**src/rtl/pll_sequencer_if.sv**
```systemverilog
// Host/PLL-facing signal bundle of the PLL power-up sequencer.
// The master modport drives the requests and lock; the slave modport is the sequencer.
interface pll_sequencer_if #(
  parameter int unsigned NUM_DOMAINS = 6
);
  logic                   enable_i;
  logic                   lock_i;
  logic                   clear_fault_i;
  logic                   pll_pd_n_o;
  logic                   pll_reset_o;
  logic [NUM_DOMAINS-1:0] domain_reset_n_o;
  logic                   ready_o;
  logic                   fault_o;
  logic [7:0]             lock_loss_count_o;

  modport master (
    output enable_i, lock_i, clear_fault_i,
    input  pll_pd_n_o, pll_reset_o, domain_reset_n_o, ready_o, fault_o, lock_loss_count_o
  );

  modport slave (
    input  enable_i, lock_i, clear_fault_i,
    output pll_pd_n_o, pll_reset_o, domain_reset_n_o, ready_o, fault_o, lock_loss_count_o
  );
endinterface

```
**src/rtl/pll_sequencer.sv**
```systemverilog
// PLL power-up sequencer: power-down, reset, filtered lock wait with retries,
// then staggered per-domain reset release; every output is a register.
module pll_sequencer #(
  parameter int unsigned PD_CYCLES    = 16,
  parameter int unsigned RESET_CYCLES = 16,
  parameter int unsigned LOCK_FILTER  = 64,
  parameter int unsigned LOCK_TIMEOUT = 4096,
  parameter int unsigned MAX_RETRIES  = 3,
  parameter int unsigned NUM_DOMAINS  = 6,
  parameter int unsigned RELEASE_GAP  = 8
) (
  input logic             clock_i,
  input logic             reset_n_i,
  pll_sequencer_if.slave  bus
);
  localparam int unsigned CNT_MAX_A = (PD_CYCLES > RESET_CYCLES) ? PD_CYCLES : RESET_CYCLES;
  localparam int unsigned CNT_MAX   = (CNT_MAX_A > RELEASE_GAP) ? CNT_MAX_A : RELEASE_GAP;
  localparam int unsigned CNT_W     = $clog2(CNT_MAX + 1);
  localparam int unsigned FLT_W     = $clog2(LOCK_FILTER + 1);
  localparam int unsigned TO_W      = $clog2(LOCK_TIMEOUT + 1);
  localparam int unsigned RTY_W     = $clog2(MAX_RETRIES + 1);

  localparam logic [CNT_W-1:0] PD_LAST  = CNT_W'(PD_CYCLES - 1);
  localparam logic [CNT_W-1:0] RST_LAST = CNT_W'(RESET_CYCLES - 1);
  localparam logic [CNT_W-1:0] GAP_LAST = CNT_W'(RELEASE_GAP - 1);
  localparam logic [FLT_W-1:0] FLT_LAST = FLT_W'(LOCK_FILTER - 1);
  localparam logic [TO_W-1:0]  TO_LAST  = TO_W'(LOCK_TIMEOUT - 1);
  localparam logic [RTY_W-1:0] RTY_MAX  = RTY_W'(MAX_RETRIES);

  typedef enum logic [2:0] {
    ST_IDLE, ST_POWERDOWN, ST_RESET, ST_WAIT_LOCK, ST_RELEASE, ST_RUN, ST_FAULT
  } state_e;

  state_e                 state_q, state_d;
  logic                   lock_meta_q, lock_meta_d;
  logic                   lock_s_q, lock_s_d;
  logic [CNT_W-1:0]       cnt_q, cnt_d;
  logic [FLT_W-1:0]       flt_q, flt_d;
  logic [TO_W-1:0]        to_q, to_d;
  logic [RTY_W-1:0]       retry_q, retry_d, retry_inc;
  logic [7:0]             loss_q, loss_d;
  logic [NUM_DOMAINS-1:0] dom_q, dom_d, dom_next;
  logic                   pd_n_q, pd_n_d;
  logic                   pll_rst_q, pll_rst_d;
  logic                   ready_q, ready_d;
  logic                   fault_q, fault_d;
  logic                   lock_lost;

  always_comb begin
    lock_meta_d = bus.lock_i;
    lock_s_d    = lock_meta_q;
    state_d     = state_q;
    cnt_d       = cnt_q + CNT_W'(1);
    flt_d       = flt_q;
    to_d        = to_q;
    retry_d     = retry_q;
    retry_inc   = retry_q + RTY_W'(1);
    loss_d      = loss_q;
    dom_next    = dom_q;
    lock_lost   = 1'b0;

    unique case (state_q)
      ST_IDLE:      if (bus.enable_i) state_d = ST_POWERDOWN;
      ST_POWERDOWN: if (cnt_q == PD_LAST) state_d = ST_RESET;
      ST_RESET: begin
        flt_d = '0;
        to_d  = '0;
        if (cnt_q == RST_LAST) state_d = ST_WAIT_LOCK;
      end
      ST_WAIT_LOCK: begin
        flt_d = lock_s_q ? flt_q + FLT_W'(1) : '0;
        to_d  = to_q + TO_W'(1);
        // acceptance is tested first so it wins a same-cycle timeout
        if (lock_s_q && (flt_q == FLT_LAST)) begin
          state_d = ST_RELEASE;
        end else if (to_q == TO_LAST) begin
          retry_d = retry_inc;
          state_d = (retry_inc < RTY_MAX) ? ST_POWERDOWN : ST_FAULT;
        end
      end
      ST_RELEASE: begin
        if (!lock_s_q) begin
          lock_lost = 1'b1;
        end else if (&dom_q) begin
          state_d = ST_RUN;
        end else if (cnt_q == GAP_LAST) begin
          dom_next = (dom_q << 1) | NUM_DOMAINS'(1);
          cnt_d    = '0;
          if (&dom_next) state_d = ST_RUN;
        end
      end
      ST_RUN:   if (!lock_s_q) lock_lost = 1'b1;
      ST_FAULT: if (bus.clear_fault_i) begin
        state_d = ST_IDLE;
        retry_d = '0;
      end
      default:  state_d = ST_IDLE;
    endcase

    if (lock_lost) begin
      state_d = ST_POWERDOWN;
      if (loss_q != '1) loss_d = loss_q + 8'd1;
    end

    // a dropped enable discards any lock-loss or timeout bookkeeping from this cycle
    if (!bus.enable_i && (state_q != ST_FAULT)) begin
      state_d = ST_IDLE;
      loss_d  = loss_q;
      retry_d = retry_q;
    end

    if (state_d != state_q) cnt_d = '0;
    if (state_d == ST_RUN) retry_d = '0;

    pd_n_d    = state_d inside {ST_RESET, ST_WAIT_LOCK, ST_RELEASE, ST_RUN};
    pll_rst_d = state_d inside {ST_IDLE, ST_POWERDOWN, ST_RESET, ST_FAULT};
    ready_d   = (state_d == ST_RUN);
    fault_d   = (state_d == ST_FAULT);

    if (state_d == ST_RUN)
      dom_d = '1;
    else if (state_d == ST_RELEASE)
      dom_d = (state_q == ST_RELEASE) ? dom_next : NUM_DOMAINS'(1);
    else
      dom_d = '0;
  end

  always_ff @(posedge clock_i) begin
    if (!reset_n_i) begin
      state_q     <= ST_IDLE;
      lock_meta_q <= 1'b0;
      lock_s_q    <= 1'b0;
      cnt_q       <= '0;
      flt_q       <= '0;
      to_q        <= '0;
      retry_q     <= '0;
      loss_q      <= '0;
      dom_q       <= '0;
      pd_n_q      <= 1'b0;
      pll_rst_q   <= 1'b1;
      ready_q     <= 1'b0;
      fault_q     <= 1'b0;
    end else begin
      state_q     <= state_d;
      lock_meta_q <= lock_meta_d;
      lock_s_q    <= lock_s_d;
      cnt_q       <= cnt_d;
      flt_q       <= flt_d;
      to_q        <= to_d;
      retry_q     <= retry_d;
      loss_q      <= loss_d;
      dom_q       <= dom_d;
      pd_n_q      <= pd_n_d;
      pll_rst_q   <= pll_rst_d;
      ready_q     <= ready_d;
      fault_q     <= fault_d;
    end
  end

  assign bus.pll_pd_n_o        = pd_n_q;
  assign bus.pll_reset_o       = pll_rst_q;
  assign bus.domain_reset_n_o  = dom_q;
  assign bus.ready_o           = ready_q;
  assign bus.fault_o           = fault_q;
  assign bus.lock_loss_count_o = loss_q;
endmodule

```
**src/flat_wrapper.sv**
```systemverilog
// flat-port wrapper written by rule: the top's interface ports become plain ports
module pll_sequencer_flat 
#(
  parameter int unsigned PD_CYCLES    = 16,
  parameter int unsigned RESET_CYCLES = 16,
  parameter int unsigned LOCK_FILTER  = 64,
  parameter int unsigned LOCK_TIMEOUT = 4096,
  parameter int unsigned MAX_RETRIES  = 3,
  parameter int unsigned NUM_DOMAINS  = 6,
  parameter int unsigned RELEASE_GAP  = 8
)
  (clock_i, reset_n_i, bus_enable_i, bus_lock_i, bus_clear_fault_i, bus_pll_pd_n_o, bus_pll_reset_o, bus_domain_reset_n_o, bus_ready_o, bus_fault_o, bus_lock_loss_count_o);
  pll_sequencer_if #(.NUM_DOMAINS(NUM_DOMAINS)) bus_i ();
  input logic clock_i;
  input logic reset_n_i;
  input wire logic [$bits(bus_i.enable_i)-1:0] bus_enable_i;
  input wire logic [$bits(bus_i.lock_i)-1:0] bus_lock_i;
  input wire logic [$bits(bus_i.clear_fault_i)-1:0] bus_clear_fault_i;
  output wire logic [$bits(bus_i.pll_pd_n_o)-1:0] bus_pll_pd_n_o;
  output wire logic [$bits(bus_i.pll_reset_o)-1:0] bus_pll_reset_o;
  output wire logic [$bits(bus_i.domain_reset_n_o)-1:0] bus_domain_reset_n_o;
  output wire logic [$bits(bus_i.ready_o)-1:0] bus_ready_o;
  output wire logic [$bits(bus_i.fault_o)-1:0] bus_fault_o;
  output wire logic [$bits(bus_i.lock_loss_count_o)-1:0] bus_lock_loss_count_o;
  assign bus_i.enable_i = bus_enable_i;
  assign bus_i.lock_i = bus_lock_i;
  assign bus_i.clear_fault_i = bus_clear_fault_i;
  assign bus_pll_pd_n_o = bus_i.pll_pd_n_o;
  assign bus_pll_reset_o = bus_i.pll_reset_o;
  assign bus_domain_reset_n_o = bus_i.domain_reset_n_o;
  assign bus_ready_o = bus_i.ready_o;
  assign bus_fault_o = bus_i.fault_o;
  assign bus_lock_loss_count_o = bus_i.lock_loss_count_o;
  pll_sequencer #(.PD_CYCLES(PD_CYCLES), .RESET_CYCLES(RESET_CYCLES), .LOCK_FILTER(LOCK_FILTER), .LOCK_TIMEOUT(LOCK_TIMEOUT), .MAX_RETRIES(MAX_RETRIES), .NUM_DOMAINS(NUM_DOMAINS), .RELEASE_GAP(RELEASE_GAP)) u_core (.clock_i(clock_i), .reset_n_i(reset_n_i), .bus(bus_i));
endmodule
```
**config.mk**
```make
export PLATFORM = sky130hd
export DESIGN_NAME = pll_sequencer_flat
export DESIGN_NICKNAME = d
export VERILOG_FILES = /design/src/rtl/pll_sequencer_if.sv /design/src/rtl/pll_sequencer.sv /design/src/flat_wrapper.sv
export SDC_FILE = /design/constraint.sdc
export NUM_CORES = 1
export LEC_CHECK = 0
export BUFFER_PORTS_ARGS = -buffer_cell sky130_fd_sc_hd__buf_2
export CORE_ASPECT_RATIO = 0.6
export CORE_MARGIN = 10
export CORE_UTILIZATION = 61
export CTS_CLUSTER_DIAMETER = 120
export DETAILED_ROUTE_END_ITERATION = 6
export PLACE_DENSITY = 0.83
export SKIP_LAST_GASP = 1
export SYNTH_ARGS = -nofsm -noshare
export SYNTH_HDL_FRONTEND = slang
export SYNTH_SLANG_ARGS = --single-unit
```
**constraint.sdc**
```tcl
create_clock -name clock_i -period 7.5 [get_ports clock_i]
set_clock_uncertainty 0.2 [all_clocks]
set_input_delay 1.5 -clock clock_i [delete_from_list [all_inputs] [get_ports clock_i]]
set_output_delay 1.5 -clock clock_i [all_outputs]
set_load 0.03 [all_outputs]
```
==> impl_results.md <==
* First DRT Iteration DRCs at between 200 and 250
* Combined buffer and inverter count along the critical path at 1
* FF+latch count, synth at 50
* Relative area change from synthesis to final layout at 8.53%
* Delay of the slowest cell on the worst path at between 400 and 500 ps
* Post_cts resized at 0
* Share of final-layout standard cells stronger than drive strength 1 at 11.4%
* Hold Worst Slack at around 250 ps
* Post-layout net count at 344
* Hold bufs inserted after CTS at 0
* Final cell area excluding filler cells at ~2800 µm²
* Number of setup buffers added after CTS at 0
* Die Ht at between 70 and 80 µm
* DIE AREA at 7260 µm²
* Peak fanout along the critical path at 9
* Post-synth cell types at between 50 and 60
* Post-placement worst setup slack at roughly 4000 ps
* Final setup slack of the worst path at about 4300 ps
* Family with the most delay on the worst path: simple AND/OR/NAND/NOR gates
* Remaining max-slew budget at the tightest pin at 31.8%
* Measured slew at the worst slew-check pin at 1010 ps
* DRC violation count after routing at 0
* Required time worst endpoint at 7500 ps
* Total negative slack at 0 ps
* Maximum count of clock buffers along a single path at 2
* Ratio of routed vias to standard cells at about 6.0
* Maximum operating frequency at between 0.3 and 0.4 GHz
* Async SR Flop Fraction at 0%
* Setup crit end kind: flip-flop
* Number of slew-limit violations in the final report at 0
* Max stage delay cell, worst path: sky130_fd_sc_hd__or3_1
* Cell at the root of the clock tree: sky130_fd_sc_hd__clkbuf_8
* Vias at ~2,400
* Clock slew seen by the registers of the worst setup and hold paths at approximately 90 ps
* Clock tree from TritonCTS: done
* Area of combinational cells with multiple inputs at roughly 1400 µm²
* Utilization after layout at 68.0%
* Final estimated routing congestion in global placement at 0.949
* DRT Pass-1 Iters at 4
* CP Cell Sequence: buf_2 -> and3b_1 -> and2_1 -> or3b_1 -> o211a_4 -> or3_1 -> and3_1
* Total of buffers placed on input and output ports at 22
* Instance count of the mapped netlist at 318
* Routed wire length at 5930 µm
* Final min period at roughly 3200 ps
* Wire length per cell at 15.1 µm
* Ports at 23
* GRT Util Overall at about 17%
* Row count at 18
* Worst-Skew Late Latency at between 300 and 400 ps
* Remaining global-route overflow at 0
* Total half-perimeter wirelength after legalization and detailed placement at approximately 4200 µm
* Synth Cell Area at between 2000 and 3000 µm²
* Tightest Hold Check Type: reg -> reg
* Synth Warn # at 0
* Core region area at 4080 µm²
* Width of the chip at about 100 µm
* Initial antenna violation count at 0
* Storage element area at between 1000 and 1500 µm²
* Sequential area share after synthesis at 39.2%
* Cell Area, Placed at 2680 µm²
* Average cell area after synthesis at around 8.0 µm²
* TritonCTS Sinks at 50
* Filler Cell Count at ~350
* Leading cell types in the layout, fill and taps excluded: sky130_fd_sc_hd__dfxtp_1, sky130_fd_sc_hd__nor2_1, sky130_fd_sc_hd__nand2_1
* Via count of the first global-routing pass at ~2,200
* Power density over the cells at 162 nW/µm²
* Launching element type of the critical path: input port
* Final setup violating endpoints at 0
* Dominant register cell in the synthesized netlist: sky130_fd_sc_hd__dfxtp_1
* Setup repair after global routing missed its margin: false
* Final cycle utilization of the critical path at a little over two fifths
* Status: completed
* Data arrival, critical path at about 3200 ps
* Wire length of the first global-routing pass at between 10,000 and 15,000 µm
* Leakage power at around 1.1 nW
* Count of max-cap constraint violations at 0
* Endpoints failing hold at 0
* Critical setup path kind: in -> reg
* Number of flops mapped to enable cells by yosys at 0
* Net Count, Synth at around 330
* Number of clock buffers inserted by TritonCTS at 5
* Worst IR Drop VDD at between 0.09 and 0.1 mV
* CTS HTree Levels at 2
* Pin count of the biggest net entering global routing at 31
* Count of nets left with antenna violations after detail routing at 0
* Ant. Diodes at 0
* Commonest non-fill, non-tap cell in the layout: sky130_fd_sc_hd__dfxtp_1
* Starting utilization of the core area at 62.6%
==> kinds of logic after synthesis <==
logic type | count (synthesis) | synth area share [%]
AND/OR/NAND/NOR | 153 | 30.9
AO/OA/AOI/OAI | 69 | 17.2
flip-flops | 50 | 39.2
buffers and inverters | 25 | 4.07
XOR/XNOR | 9 | 3.09
multiplexers | 6 | 2.55
adder cells (fa/ha/maj) | 6 | 2.94
==> power breakdown <==
group	total [W]	internal (W)	switching [W]	leakage, nW
registers	0.000270	0.000267	0.00000271	0.404
clock network	0.000162	0.0000742	0.0000882	0.0472
logic	0.0000157	0.00000537	0.0000103	0.608
total	0.000448	0.000347	0.000101	1.06
==> worst paths after layout <==
kind                                          from                end  slack (ps)  cells past startpoint
worst max register to register   u_core.state_q[1]  u_core.retry_q[1]        4520                      6
worst min-delay path            u_core.lock_meta_q    u_core.lock_s_q         250                      1
worst min register to register  u_core.lock_meta_q    u_core.lock_s_q         250                      1
worst max-delay path                  bus_enable_i  u_core.retry_q[1]        4280                      7
==> stage by stage <==
step	power, W	instances
after floorplan	0.000287	318
after global placement	0.000291	386
after detailed placement	0.000292	386
after CTS	0.000451	394
after global routing	0.000466	394
final	0.000448	394
==> per-layer routing <==
metal  up-vias  part of all wire [%]  track usage, %
met5         -                     0               0
met4         0                   1.5            6.54
met3         9                   6.4            4.03
met2        86                    41            23.5
met1      1101                    51            23.5
li1       1176                     -               -
==> synth_stat cells (all sizes together), types with 4 or more instances <==
| master | number | share of area, % |
|---|---|---|
| nor3 | 10 | 2.0 |
| a31oi | 9 | 2.2 |
| and2 | 6 | 1.5 |
| nand2 | 35 | 5.1 |
| nand4 | 9 | 2.2 |
| and3 | 11 | 2.7 |
| buf | 6 | 1.3 |
| xor2 | 7 | 2.4 |
| ha | 6 | 2.9 |
| nor4 | 4 | 1.2 |
| a21oi | 19 | 3.7 |
| o21ai | 19 | 3.7 |
| dfxtp | 50 | 39 |
| clkbuf | 8 | 1.2 |
| mux2 | 4 | 1.8 |
| nand3 | 14 | 2.7 |
| nor2 | 39 | 5.7 |
| inv | 11 | 1.6 |
==> cell type report <==
| cell class | count | area share [%] |
|---|---|---|
| multi-input cells | 243 | 52.3 |
| flip-flops and latches | 50 | 36.1 |
| repair buffers | 22 | 3.97 |
| clock buffers | 6 | 2.98 |
| well taps | 60 | 2.71 |
| inverters | 11 | 1.49 |
| clock inverters | 2 | 0.452 |
==> sequential cells by signal (all words and copies together), names as in the netlist, 2 cells and up <==
name / flops
u_core.bus.lock_loss_count_o: 8
u_core.flt_q: 7
u_core.bus.domain_reset_n_o: 6
u_core.to_q: 13
u_core.state_q: 3
u_core.retry_q: 2
u_core.cnt_q: 5
==> worst reg2reg max path, delay by kind of cell, from the launching register on <==
| family | cells | cell delay (ps) |
|---|---|---|
| and+or+nand+nor | 5 | 1750 |
| AOI/OAI and AO/OA | 1 | 280 |
| DFF | 1 | 650 |
Note: power is estimated with default switching activity, not from simulation.
